**src/rtl/ram8_sweep_if.sv**
```systemverilog
// ram8_sweep_if: read/write/clear bus of the 8-word RAM with sweep clear.
interface ram8_sweep_if #(parameter int WIDTH = 16);
    logic [WIDTH-1:0] in;
    logic [2:0]       address;
    logic             load;
    logic             clr;
    logic [WIDTH-1:0] out;
    logic             busy;
    modport master(output in, address, load, clr, input out, busy);
    modport slave(input in, address, load, clr, output out, busy);
endinterface

```
**src/rtl/ram8_sweep.sv**
```systemverilog
// ram8_sweep: 8-word register file with combinational read and an 8-cycle sequential clear sweep.
module ram8_sweep #(
    parameter int WIDTH = 16
) (
    input logic         clk,
    input logic         rst_n,
    ram8_sweep_if.slave bus
);
    localparam logic [0:0] IDLE  = 1'b0;
    localparam logic [0:0] SWEEP = 1'b1;
    logic [WIDTH-1:0] mem [8];
    logic [0:0]       state;
    logic [2:0]       ptr;
    always_ff @(posedge clk) begin
        if (!rst_n) begin
            for (int i = 0; i < 8; i++) mem[i] <= '0;
            state <= IDLE;
            ptr   <= '0;
        end else if (state == IDLE) begin
            if (bus.load) mem[bus.address] <= bus.in;
            if (bus.clr) begin
                state <= SWEEP;
                ptr   <= '0;
            end
        end else begin
            // load and clr are ignored here; the sweep runs word 0..7 regardless of address
            mem[ptr] <= '0;
            ptr      <= ptr + 3'd1;
            if (ptr == 3'd7) state <= IDLE;
        end
    end
    assign bus.out  = mem[bus.address];
    assign bus.busy = (state == SWEEP);
endmodule
```
**src/flat_wrapper.sv**
```systemverilog
// flat-port wrapper written by rule: the top's interface ports become plain ports
module ram8_sweep_flat 
#(
    parameter int WIDTH = 16
)
  (clk, rst_n, bus_in, bus_address, bus_load, bus_clr, bus_out, bus_busy);
  ram8_sweep_if #(.WIDTH(WIDTH)) bus_i ();
  input logic clk;
  input logic rst_n;
  input wire logic [$bits(bus_i.in)-1:0] bus_in;
  input wire logic [$bits(bus_i.address)-1:0] bus_address;
  input wire logic [$bits(bus_i.load)-1:0] bus_load;
  input wire logic [$bits(bus_i.clr)-1:0] bus_clr;
  output wire logic [$bits(bus_i.out)-1:0] bus_out;
  output wire logic [$bits(bus_i.busy)-1:0] bus_busy;
  assign bus_i.in = bus_in;
  assign bus_i.address = bus_address;
  assign bus_i.load = bus_load;
  assign bus_i.clr = bus_clr;
  assign bus_out = bus_i.out;
  assign bus_busy = bus_i.busy;
  ram8_sweep #(.WIDTH(WIDTH)) u_core (.clk(clk), .rst_n(rst_n), .bus(bus_i));
endmodule
```
**config.mk**
```make
export PLATFORM = sky130hd
export DESIGN_NAME = ram8_sweep_flat
export DESIGN_NICKNAME = d
export VERILOG_FILES = /design/src/rtl/ram8_sweep_if.sv /design/src/rtl/ram8_sweep.sv /design/src/flat_wrapper.sv
export SDC_FILE = /design/constraint.sdc
export NUM_CORES = 1
export LEC_CHECK = 0
export BUFFER_PORTS_ARGS = -buffer_cell sky130_fd_sc_hd__buf_2
export CAP_MARGIN = 30
export CORE_MARGIN = 2
export CORE_UTILIZATION = 55
export CTS_BUF_LIST = sky130_fd_sc_hd__clkbuf_4 sky130_fd_sc_hd__clkbuf_8 sky130_fd_sc_hd__clkbuf_16
export CTS_CLUSTER_DIAMETER = 200
export CTS_CLUSTER_SIZE = 10
export DETAILED_ROUTE_END_ITERATION = 8
export HOLD_SLACK_MARGIN = 0.02
export PLACE_DENSITY = 0.77
export SYNTH_ARGS = -nofsm -noshare
export SYNTH_HDL_FRONTEND = slang
export SYNTH_SLANG_ARGS = --single-unit
```
**constraint.sdc**
```tcl
create_clock -name clk -period 2.9 [get_ports clk]
set_input_delay 0.29 -clock clk [delete_from_list [all_inputs] [get_ports clk]]
set_output_delay 0.29 -clock clk [all_outputs]
set_load 0.05 [all_outputs]
```
==> impl_metrics.yaml, run 1 <==
sta:
  finalCritPeriodShare: 0.787
  period_needed_ns: 2.28
  setup_violations: 0
  slew_viol_final: 0
  worst_pin_slew_ns: 0.951
  finalSetupTns_ns: 0
  finalHoldViolCount: 0
  finalClockSkew_ns: 0.00565
  rsz0062_at_grt: "false"
  setup_ws_ns: 0.619
  slew_headroom: 0.366
  max_freq_ghz: 0.438
synthesis:
  synth_adder_area_share: 0.00409
  synth.distinct_cells: 27
  muxShareOfSynthArea: 0.157
  synth_compound_area_frac: 0.0139
  synth_simple_gate_area_frac: 0.163
  ys_warn_count: 0
  synth_top_family_by_area: "simple AND/OR/NAND/NOR gates"
  synth-xor-area-share: 0
  ys_seq_area_frac: 0.641
  synth.top_cell.area_share: 0.628
  ys_ff_latch: 132
  synth_nets: 404
  synth_top_area_cell: "edfxtp_1"
  synthTopCellsByArea: "edfxtp_1, and2_1, mux4_2"
  synth_cells: 379
  syn-cell-area_mm2: 0.00612
  syn_area_per_cell_um2: 16.2
placed_design:
  port_buffers: 39
  dpl_worst_slack_ns: 0.541
  dpl_cell_area_mm2: 0.00656
  gp_congestion: 0.754
  hpwl_um: 7560
  placedCellCount: 559
pwr:
  seqPwrFrac: 0.488
  intPower_mw: 3.50
  p_per_area_mw_per_mm2: 644
  pwr-share-comb: 0.098
  swShare: 0.232
  clkPwrFrac: 0.414
  netSwitchingPower_mw: 1.06
  ir_drop_uv: 401
  p_leak_nw: 2.74
global_route:
  grt_max_degree: 39
  grt_pass1_wl_um: 19300
  grtUsageMet3: 0.0652
  busiest_layer: "met2"
  met2_usage: 0.384
  antenna_found_initial: 0
  track_usage: 0.234
  overflow: 0
  grtUsageMet1: 0.296
  grt_pass1_vias: 3523
drt:
  ant_nets: 0
  dr.pass1.iters: 5
  wirelength_um: 12800
  drc: 0
  vias: 3439
  via_per_inst: 5.82
  wire_per_inst_um: 21.7
  drt_iter0_drc: 293
die:
  fp.dieW_um: 109
  core_area_mm2: 0.0108
  num_rows: 38
  initial_utilization: 0.565
  dieArea_mm2: 0.0120
  dieHeight_um: 109
  io_pins: 40
clock_network:
  cts_made_buffers: 17
  clk_pin_slew_ns: 0.06
  tritoncts: "done"
  cts_root_buf: "clkbuf_8"
  htreeDepth: 4
  clkLatencyLatePin_ns: 0.52
  ctsResizeCount: 0
  cts_sinks: 132
  cts_hold_buf: 0
  cts_buffer_depth: 2
  postCtsSetupRepairBufs: 0
critical_path:
  start_kind: "primary input"
  worst-setup-path-type: "primary input to output port"
  cp.required_ns: 2.61
  critical_path_arrival_ns: 1.99
  cp-end-kind: "output port"
  cp_max_fo: 19
layout:
  final_cells: 591
  diodes: 0
  final_util: 0.653
  drive_gt1_frac: 0.302
  syn_to_final_growth_pct: 15.7
  fin_area_mm2: 0.00708
  nets: 463
worst_hold_path:
  hold_path_class: "primary input to flip-flop"
job:
  cap_violations: 0
run_status:
  status: "finished, final reports clean"
## cell usage after synthesis
library cell    n
dfxtp_1         4
o21ai_1         8
buf_4           1
nand2b_1        2
mux2_4         10
nand2_1         3
and2_1        128
a31oi_1         4
a21oi_1         4
ha_1            2
buf_6           1
nor3_2          2
buf_2          11
mux4_1          6
nor2b_1         4
mux2_2          6
nor3_1          1
nor3b_1         5
clkbuf_1        7
mux4_2         26
nand4bb_1       1
edfxtp_1      128
nand4b_4        1
nor2_1          9
inv_1           2
and3b_1         2
buf_12          1
## worst paths after layout
| kind | end | from | slack [ns] | cells past startpoint |
|---|---|---|---|---|
| min | u_core.bus.busy$_SDFF_PN0_ | bus_clr | 0.05 | 3 |
| max | bus_out[7] | bus_address[0] | 0.62 | 5 |
| max reg2reg | u_core.mem[1][8]$_SDFFCE_PN0P_ | u_core.bus.busy$_SDFF_PN0_ | 0.85 | 4 |
| min reg2reg | u_core.ptr[0]$_SDFFE_PN0P_ | u_core.ptr[0]$_SDFFE_PN0P_ | 0.57 | 2 |
## metal layers
metal | part of all wire | routed length [um]
met1 | 0.39 | 5050
met3 | 0.069 | 881
met4 | 0.016 | 209
met5 | 0 | 0
met2 | 0.52 | 6680
## placed cells by master, fill, tap and decap left out, types with 2 or more instances in the layout
cell type and instances:
nand2_1 3, a31oi_1 4, and2_1 128, ha_1 2, mux2_2 6, clkbuf_16 16, nand2b_1 2, clkinv_1 4
edfxtp_1 128, o21ai_1 6, mux4_1 6, mux4_2 26, nor3_2 2, nor2b_1 4, clkinvlp_4 4, clkbuf_4 3
buf_2 39, dfxtp_1 4, a21oi_1 4, nor3b_1 5, mux2_4 10, clkinv_2 3, o21ai_2 2, nor2_1 9
buf_4 21, inv_1 2, and3b_1 2
## power by group through the flow
stage          Clock [mW]  Combinational, mW  Sequential [mW]
4_1_cts              1.91              0.454             2.22
3_3_place_gp            0              0.442             2.25
2_1_floorplan           0              0.317             2.25
3_5_place_dp            0              0.451             2.26
6_report             1.89              0.449             2.22
5_1_grt              1.98              0.478             2.23
## critical path: stages
cell	delay, ns
buf_2	0.37
buf_12	0.25
mux4_1	0.57
mux2_4	0.27
buf_2	0.21
## through the flow
step                      power (mW)  hold WS [ns]
after floorplan                 2.57         0.418
final                           4.56        0.0455
after detailed placement        2.71         0.559
after global placement          2.70         0.546
after global routing            4.69        0.0463
after CTS                       4.59        0.0243
## cells by family (layout without fill, tap and decap cells)
| kind of cell | count (synthesis) | in the layout |
|---|---|---|
| AOI/OAI and AO/OA | 16 | 16 |
| adders and majority gates | 2 | 2 |
| buffers and inverters | 23 | 95 |
| DFF | 132 | 132 |
| muxes | 48 | 48 |
| and+or+nand+nor | 158 | 158 |
## sequential cells by signal (all words and copies together) (netlist names)
register / flops
u_core.bus.busy: 1
u_core.ptr: 3
u_core.mem: 128
## cell type report
type	instances	area [um^2]
clock buffers	20	437
clock inverters	12	90.1
fillers	778	3760
inverters	2	7.51
multi-input cells	224	2080
flip-flops and latches	132	3920
well taps	140	175
repair buffers	61	373
Power figures use the tool's default switching activity.
==> inputs of run 2 (changes only) <==
--- a/config.mk
+++ b/config.mk
@@ -5,6 +5,7 @@
 export SDC_FILE = /design/constraint.sdc
 export NUM_CORES = 1
 export LEC_CHECK = 0
+export ABC_AREA = 1
 export BUFFER_PORTS_ARGS = -buffer_cell sky130_fd_sc_hd__buf_2
 export CAP_MARGIN = 30
 export CORE_MARGIN = 2
@@ -14,7 +15,7 @@
 export CTS_CLUSTER_SIZE = 10
 export DETAILED_ROUTE_END_ITERATION = 8
 export HOLD_SLACK_MARGIN = 0.02
-export PLACE_DENSITY = 0.77
+export PLACE_DENSITY = 0.8
 export SYNTH_ARGS = -nofsm -noshare
 export SYNTH_HDL_FRONTEND = slang
 export SYNTH_SLANG_ARGS = --single-unit
==> constraint.sdc (replaced) <==
create_clock -name clk -period 1.95 [get_ports clk]
set_input_delay 0.195 -clock clk [delete_from_list [all_inputs] [get_ports clk]]
set_output_delay 0.195 -clock clk [all_outputs]
set_load 0.05 [all_outputs]
==> run 2 against run 1 <==
Worst setup slack lost 0.42 ns. Combinational power grew 100%. Power grew 56%. Die area grew 8.2%. Sequential power grew 49%. First-iteration DRC count grew 76%. Sequential share of layout area shrank 4.1 points. Flip-flop and latch count is the same. Core utilization shrank 1.1 points. Wire length grew 20%. Non-clock buffer count grew 8. Largest power group unchanged.
==> impl_metrics.yaml, run 2 <==
run_status:
  status: "finished, final reports clean"
die:
  io_pins: 40
  initial_utilization: 0.558
  dieArea_mm2: 0.0130
  core_area_mm2: 0.0119
  fp.dieW_um: 114
  num_rows: 40
  dieHeight_um: 114
global_route:
  antenna_found_initial: 0
  grt_pass1_wl_um: 24000
  track_usage: 0.251
  overflow: 0
  grt_pass1_vias: 4663
  grt_max_degree: 42
synthesis:
  syn_area_per_cell_um2: 8.78
  synth.distinct_cells: 21
  synth-edff-count: 128
  synth_commonest_cells: "nand2_1, edfxtp_1, nor2_1"
  yosysMostFrequentCell: "nand2_1"
  ys_seq_area_frac: 0.591
  synth_cells: 756
  syn-cell-area_mm2: 0.00664
  ys_ff_latch: 132
  ys_warn_count: 0
  ys.flop_type: "edfxtp_1"
  synth_nets: 781
  synth_top_area_cell: "edfxtp_1"
  synth.top_cell.area_share: 0.579
  async_reset_ff_frac: 0
  synthTopCellsByArea: "edfxtp_1, nand2_1, nor2_1"
drt:
  via_per_inst: 5.11
  vias: 4935
  drc: 0
  drt_iter0_drc: 515
  ant_nets: 0
  wirelength_um: 15300
  dr.pass1.iters: 7
  wire_per_inst_um: 15.9
clock_network:
  clkLatencyLatePin_ns: 0.42
  tritoncts: "done"
  cts_buffer_depth: 2
  ctsResizeCount: 0
  cts_root_buf: "clkbuf_16"
  cts_hold_buf: 0
  cts_made_buffers: 17
  clk_pin_slew_ns: 0.05
  postCtsSetupRepairBufs: 0
  cts_sinks: 132
  htreeDepth: 4
critical_path:
  critical_path_arrival_ns: 1.87
  reg2reg_depth: 7
  worst-setup-path-type: "flip-flop to flip-flop"
  start_kind: "flip-flop"
  cp-end-kind: "flip-flop"
  cp_max_fo: 15
  cp.required_ns: 2.07
sta:
  worst_pin_slew_ns: 0.473
  finalCritPeriodShare: 0.900
  max_freq_ghz: 0.570
  finalClockSkew_ns: 0.00423
  slew_headroom: 0.684
  slew_viol_final: 0
  finalHoldViolCount: 0
  setup_violations: 0
  period_needed_ns: 1.76
  finalSetupTns_ns: 0
  rsz0062_at_grt: "false"
  holdWs_ns: 0.0829
  setup_ws_ns: 0.194
placed_design:
  gp_congestion: 0.882
  placedCellCount: 935
  dpl_cell_area_mm2: 0.00712
  hpwl_um: 9870
  dpl_worst_slack_ns: 0.210
  port_buffers: 39
layout:
  final_cells: 966
  diodes: 0
  fin_area_mm2: 0.00765
  largest_register_ffs: 128
  regMostFlops: "u_core.mem"
  mostFrequentLayoutCell: "nand2_1"
  drive_gt1_frac: 0.165
  nets: 832
  final_cell_mix: "nand2_1, edfxtp_1, nor2_1"
  syn_to_final_growth_pct: 15.2
job:
  cap_violations: 0
worst_hold_path:
  hold_depth: 4
  hold_path_class: "primary input to flip-flop"
pwr:
  p_per_area_mw_per_mm2: 928
  p_leak_nw: 3.69
  ir_drop_uv: 602
-- run 2: cell count changes after synthesis, sizes merged, moves of 7 or more --
cell	change
nand2	+283
and2	-128
nor2	+128
inv	+101
nand3	+55
mux4	-32
mux2	-16
buf	+15
o21ai	-7
-- run 2: layout make-up --
| type | instances | area, um^2 |
|---|---|---|
| Tap cell | 147 | 184 |
| Timing Repair Buffer | 69 | 520 |
| Clock inverter | 8 | 61.3 |
| Inverter | 103 | 387 |
| Clock buffer | 23 | 470 |
| Multi-Input combinational cell | 484 | 2110 |
| Sequential cell | 132 | 3930 |
| Fill cell | 976 | 4260 |
-- run 2: through the flow --
step / util / power [mW]
final: 0.643 / 7.10
after global routing: 0.643 / 7.34
after CTS: 0.643 / 7.12
after detailed placement: 0.598 / 4.26
after global placement: 0.598 / 4.23
after floorplan: - / 3.97
-- run 2: worst max-delay path, cell delays in order (launching register included) --
cell     delay, ns
dfxtp_2       0.47
nand2_4       0.19
nand2_1       0.09
nand2_1       0.08
nor2_4        0.24
nand2_4       0.08
nand2_2       0.07
buf_4         0.21
-- run 2: cells by family (layout without fill, tap and decap cells) --
family / after synthesis / after routing / share of synthesized area
simple gates: 478 / 478 / 0.308
flops: 132 / 132 / 0.591
fa+ha+maj: 2 / 2 / 0.00377
compound gates: 4 / 4 / 0.00414
buf+inv: 140 / 203 / 0.0929
-- run 2: where the power goes --
part           switching, mW  internal [mW]
Sequential            0.0431           3.27
Clock                   1.09           1.80
Combinational          0.655          0.246
-- run 2: metal layers --
layer  track usage  vias up  wire, um
met5             0        -         0
met4         0.104        0       389
met3        0.0558       31       970
met2         0.408      188      7300
met1         0.328     2275      6680
li1              -     2441         -
-- run 2: worst paths after layout --
kind                                            startpoint  slack (ns)                               to
worst max-delay path            u_core.bus.busy$_SDFF_PN0_        0.19  u_core.mem[2][12]$_SDFFCE_PN0P_
worst min-delay path                               bus_clr        0.08       u_core.ptr[0]$_SDFFE_PN0P_
worst max register to register  u_core.bus.busy$_SDFF_PN0_        0.19  u_core.mem[2][12]$_SDFFCE_PN0P_
worst min register to register  u_core.ptr[0]$_SDFFE_PN0P_        0.51       u_core.ptr[0]$_SDFFE_PN0P_
==> inputs of run 3 (changes only) <==
--- a/config.mk
+++ b/config.mk
@@ -14,7 +14,7 @@
 export CTS_CLUSTER_DIAMETER = 200
 export CTS_CLUSTER_SIZE = 10
 export DETAILED_ROUTE_END_ITERATION = 8
-export HOLD_SLACK_MARGIN = 0.02
+export HOLD_SLACK_MARGIN = 0.06
 export PLACE_DENSITY = 0.8
 export SYNTH_ARGS = -nofsm -noshare
 export SYNTH_HDL_FRONTEND = slang
==> constraint.sdc (replaced) <==
create_clock -name clk -period 1.6 [get_ports clk]
set_input_delay 0.16 -clock clk [delete_from_list [all_inputs] [get_ports clk]]
set_output_delay 0.16 -clock clk [all_outputs]
set_load 0.05 [all_outputs]
==> run 3 against run 2 <==
Clock skew rose by 0.0032 ns. Register-to-register slack got worse by 0.12 ns. Combinational power is 34% higher. Sequential power increased by 22%. Worst setup slack got worse by 0.13 ns. Non-clock buffer count grew 1. Worst hold slack better by 0.17 ns. Core utilization is 2.1 points higher. Wire length increased by 8.6%. Power increased by 23%. Flip-flop and latch count is the same. Critical path type is now flip-flop to output port.
==> impl_metrics.yaml, run 3 (synthesis gave the netlist of run 2 again) <==
clock_network:
  cts_buffer_depth: 2
  cts_sinks: 132
  clk_pin_slew_ns: 0.06
  cts_root_buf: "clkbuf_16"
  clkLatencyLatePin_ns: 0.43
  tritoncts: "done"
  htreeDepth: 4
  cts_made_buffers: 17
drt:
  drc: 0
  drt_iter0_drc: 531
  dr.pass1.iters: 5
  via_per_inst: 5.40
  ant_nets: 0
  wire_per_inst_um: 17.2
  vias: 5218
  wirelength_um: 16700
layout:
  largest_register_ffs: 128
  final_cell_mix: "nand2_1, edfxtp_1, nor2_1"
  fillers: 888
  diodes: 0
  regMostFlops: "u_core.mem"
  syn_to_final_growth_pct: 19.0
  mostFrequentLayoutCell: "nand2_1"
  drive_gt1_frac: 0.182
  nets: 833
  final_cells: 966
job:
  cap_violations: 0
critical_path:
  r2r_start: "u_core.bus.busy$_SDFF_PN0_"
  r2r-end: "u_core.mem[3][11]$_SDFFCE_PN0P_"
  critical_path_arrival_ns: 1.38
  worst-setup-path-type: "flip-flop to output port"
  cp-end-kind: "output port"
  cp.required_ns: 1.44
  reg2reg_slack_ns: 0.07
  cp_max_fo: 1
  reg2reg_depth: 6
  start_kind: "flip-flop"
sta:
  finalSetupTns_ns: 0
  finalHoldViolCount: 0
  finalCritPeriodShare: 0.960
  slew_viol_final: 0
  rsz0062_at_grt: "true"
  holdWs_ns: 0.250
  max_freq_ghz: 0.651
  setup_violations: 0
  worst_pin_slew_ns: 0.393
  finalClockSkew_ns: 0.00743
  slew_headroom: 0.737
  period_needed_ns: 1.54
die:
  dieHeight_um: 114
  dieArea_mm2: 0.0130
  initial_utilization: 0.558
  fp.dieW_um: 114
  core_area_mm2: 0.0119
  num_rows: 40
  io_pins: 40
pwr:
  ir_drop_uv: 550
  power_mw: 8.70
  p_per_area_mw_per_mm2: 1100
  p_leak_nw: 3.73
global_route:
  grt_pass1_wl_um: 26600
  grt_pass1_vias: 5373
  antenna_found_initial: 0
  grt_max_degree: 53
  overflow: 0
  track_usage: 0.276
worst_hold_path:
  min_from: "bus_in[15]"
  hold_depth: 3
  holdPathEnd: "u_core.mem[5][15]$_SDFFCE_PN0P_"
  hold_path_class: "primary input to flip-flop"
placed_design:
  port_buffers: 39
  gp_congestion: 0.871
  hpwl_um: 10500
  placedCellCount: 933
run_status:
  status: "finished, final reports clean"
run 3: cell count changes in the layout (fill, tap and decap cells not counted), moves of 3 or more:
cell      delta
buf_4        +3
buf_6       +11
nand2_8      +8
nand2_1     -13
clkbuf_4     -3
buf_2       -16
nand3_2      +4
nand3_1      -4
clkinv_1     +3
nand2_2      +5
run 3: what timing repair did:
action / 4_1_cts / 5_1_grt
endpoints found under the setup margin: 5 / 150
gates resized for setup: 4 / 47
pin swaps: 0 / 2
buffers inserted: 0 / 2
hold endpoints to repair: 1 / 0
hold buffers: 1 / 0
run 3: per-layer routing:
metal  share of wire  track usage  wire length, um
met1            0.37        0.332             6080
met2            0.51        0.482             8540
met3           0.091       0.0515             1520
met4           0.031        0.126              514
met5               0            0                0
run 3: critical path, stage by stage (launching register included):
cell	delay (ns)
edfxtp_1	0.36
inv_1	0.08
nand2_1	0.06
nand3_1	0.09
nand2_1	0.06
nand2_1	0.07
nand2_2	0.08
buf_6	0.16
run 3: worst max path at each step:
stage                     depth (start not counted)                      startpoint  slack, ns                         endpoint
after detailed placement                          5      u_core.bus.busy$_SDFF_PN0_       0.02   u_core.mem[2][3]$_SDFFCE_PN0P_
after global placement                            5      u_core.bus.busy$_SDFF_PN0_       0.07  u_core.mem[2][11]$_SDFFCE_PN0P_
after global routing                              7  u_core.mem[5][0]$_SDFFCE_PN0P_      -0.02                       bus_out[0]
final                                             7  u_core.mem[5][0]$_SDFFCE_PN0P_       0.06                       bus_out[0]
after CTS                                         7  u_core.mem[3][1]$_SDFFCE_PN0P_      0.002                       bus_out[1]
after floorplan                                   8      u_core.bus.busy$_SDFF_PN0_      -0.01   u_core.mem[3][0]$_SDFFCE_PN0P_
run 3: metrics by stage:
stage | util | cell area (um^2) | setup WS, ns
floorplan | - | 6800 | -0.0134
global placement | 0.608 | 7240 | 0.0692
detailed placement | 0.608 | 7240 | 0.0223
CTS | 0.653 | 7780 | 0.00239
global route | 0.663 | 7900 | -0.0180
finish | 0.663 | 7900 | 0.0632
run 3: where the power goes:
group	switching [mW]	leakage, nW	internal [mW]	total (mW)
clock network	1.35	0.259	2.12	3.46
logic	0.847	2.10	0.359	1.21
registers	0.0537	1.37	3.98	4.03
run 3: layout make-up:
| class | instances | area, um^2 | area share |
|---|---|---|---|
| clock buffers | 20 | 448 | 0.0567 |
| clock inverters | 10 | 67.6 | 0.00855 |
| inverters | 103 | 387 | 0.0489 |
| multi-input cells | 484 | 2270 | 0.288 |
| flip-flops and latches | 132 | 3930 | 0.497 |
| well taps | 147 | 184 | 0.0233 |
| repair buffers | 70 | 617 | 0.0781 |
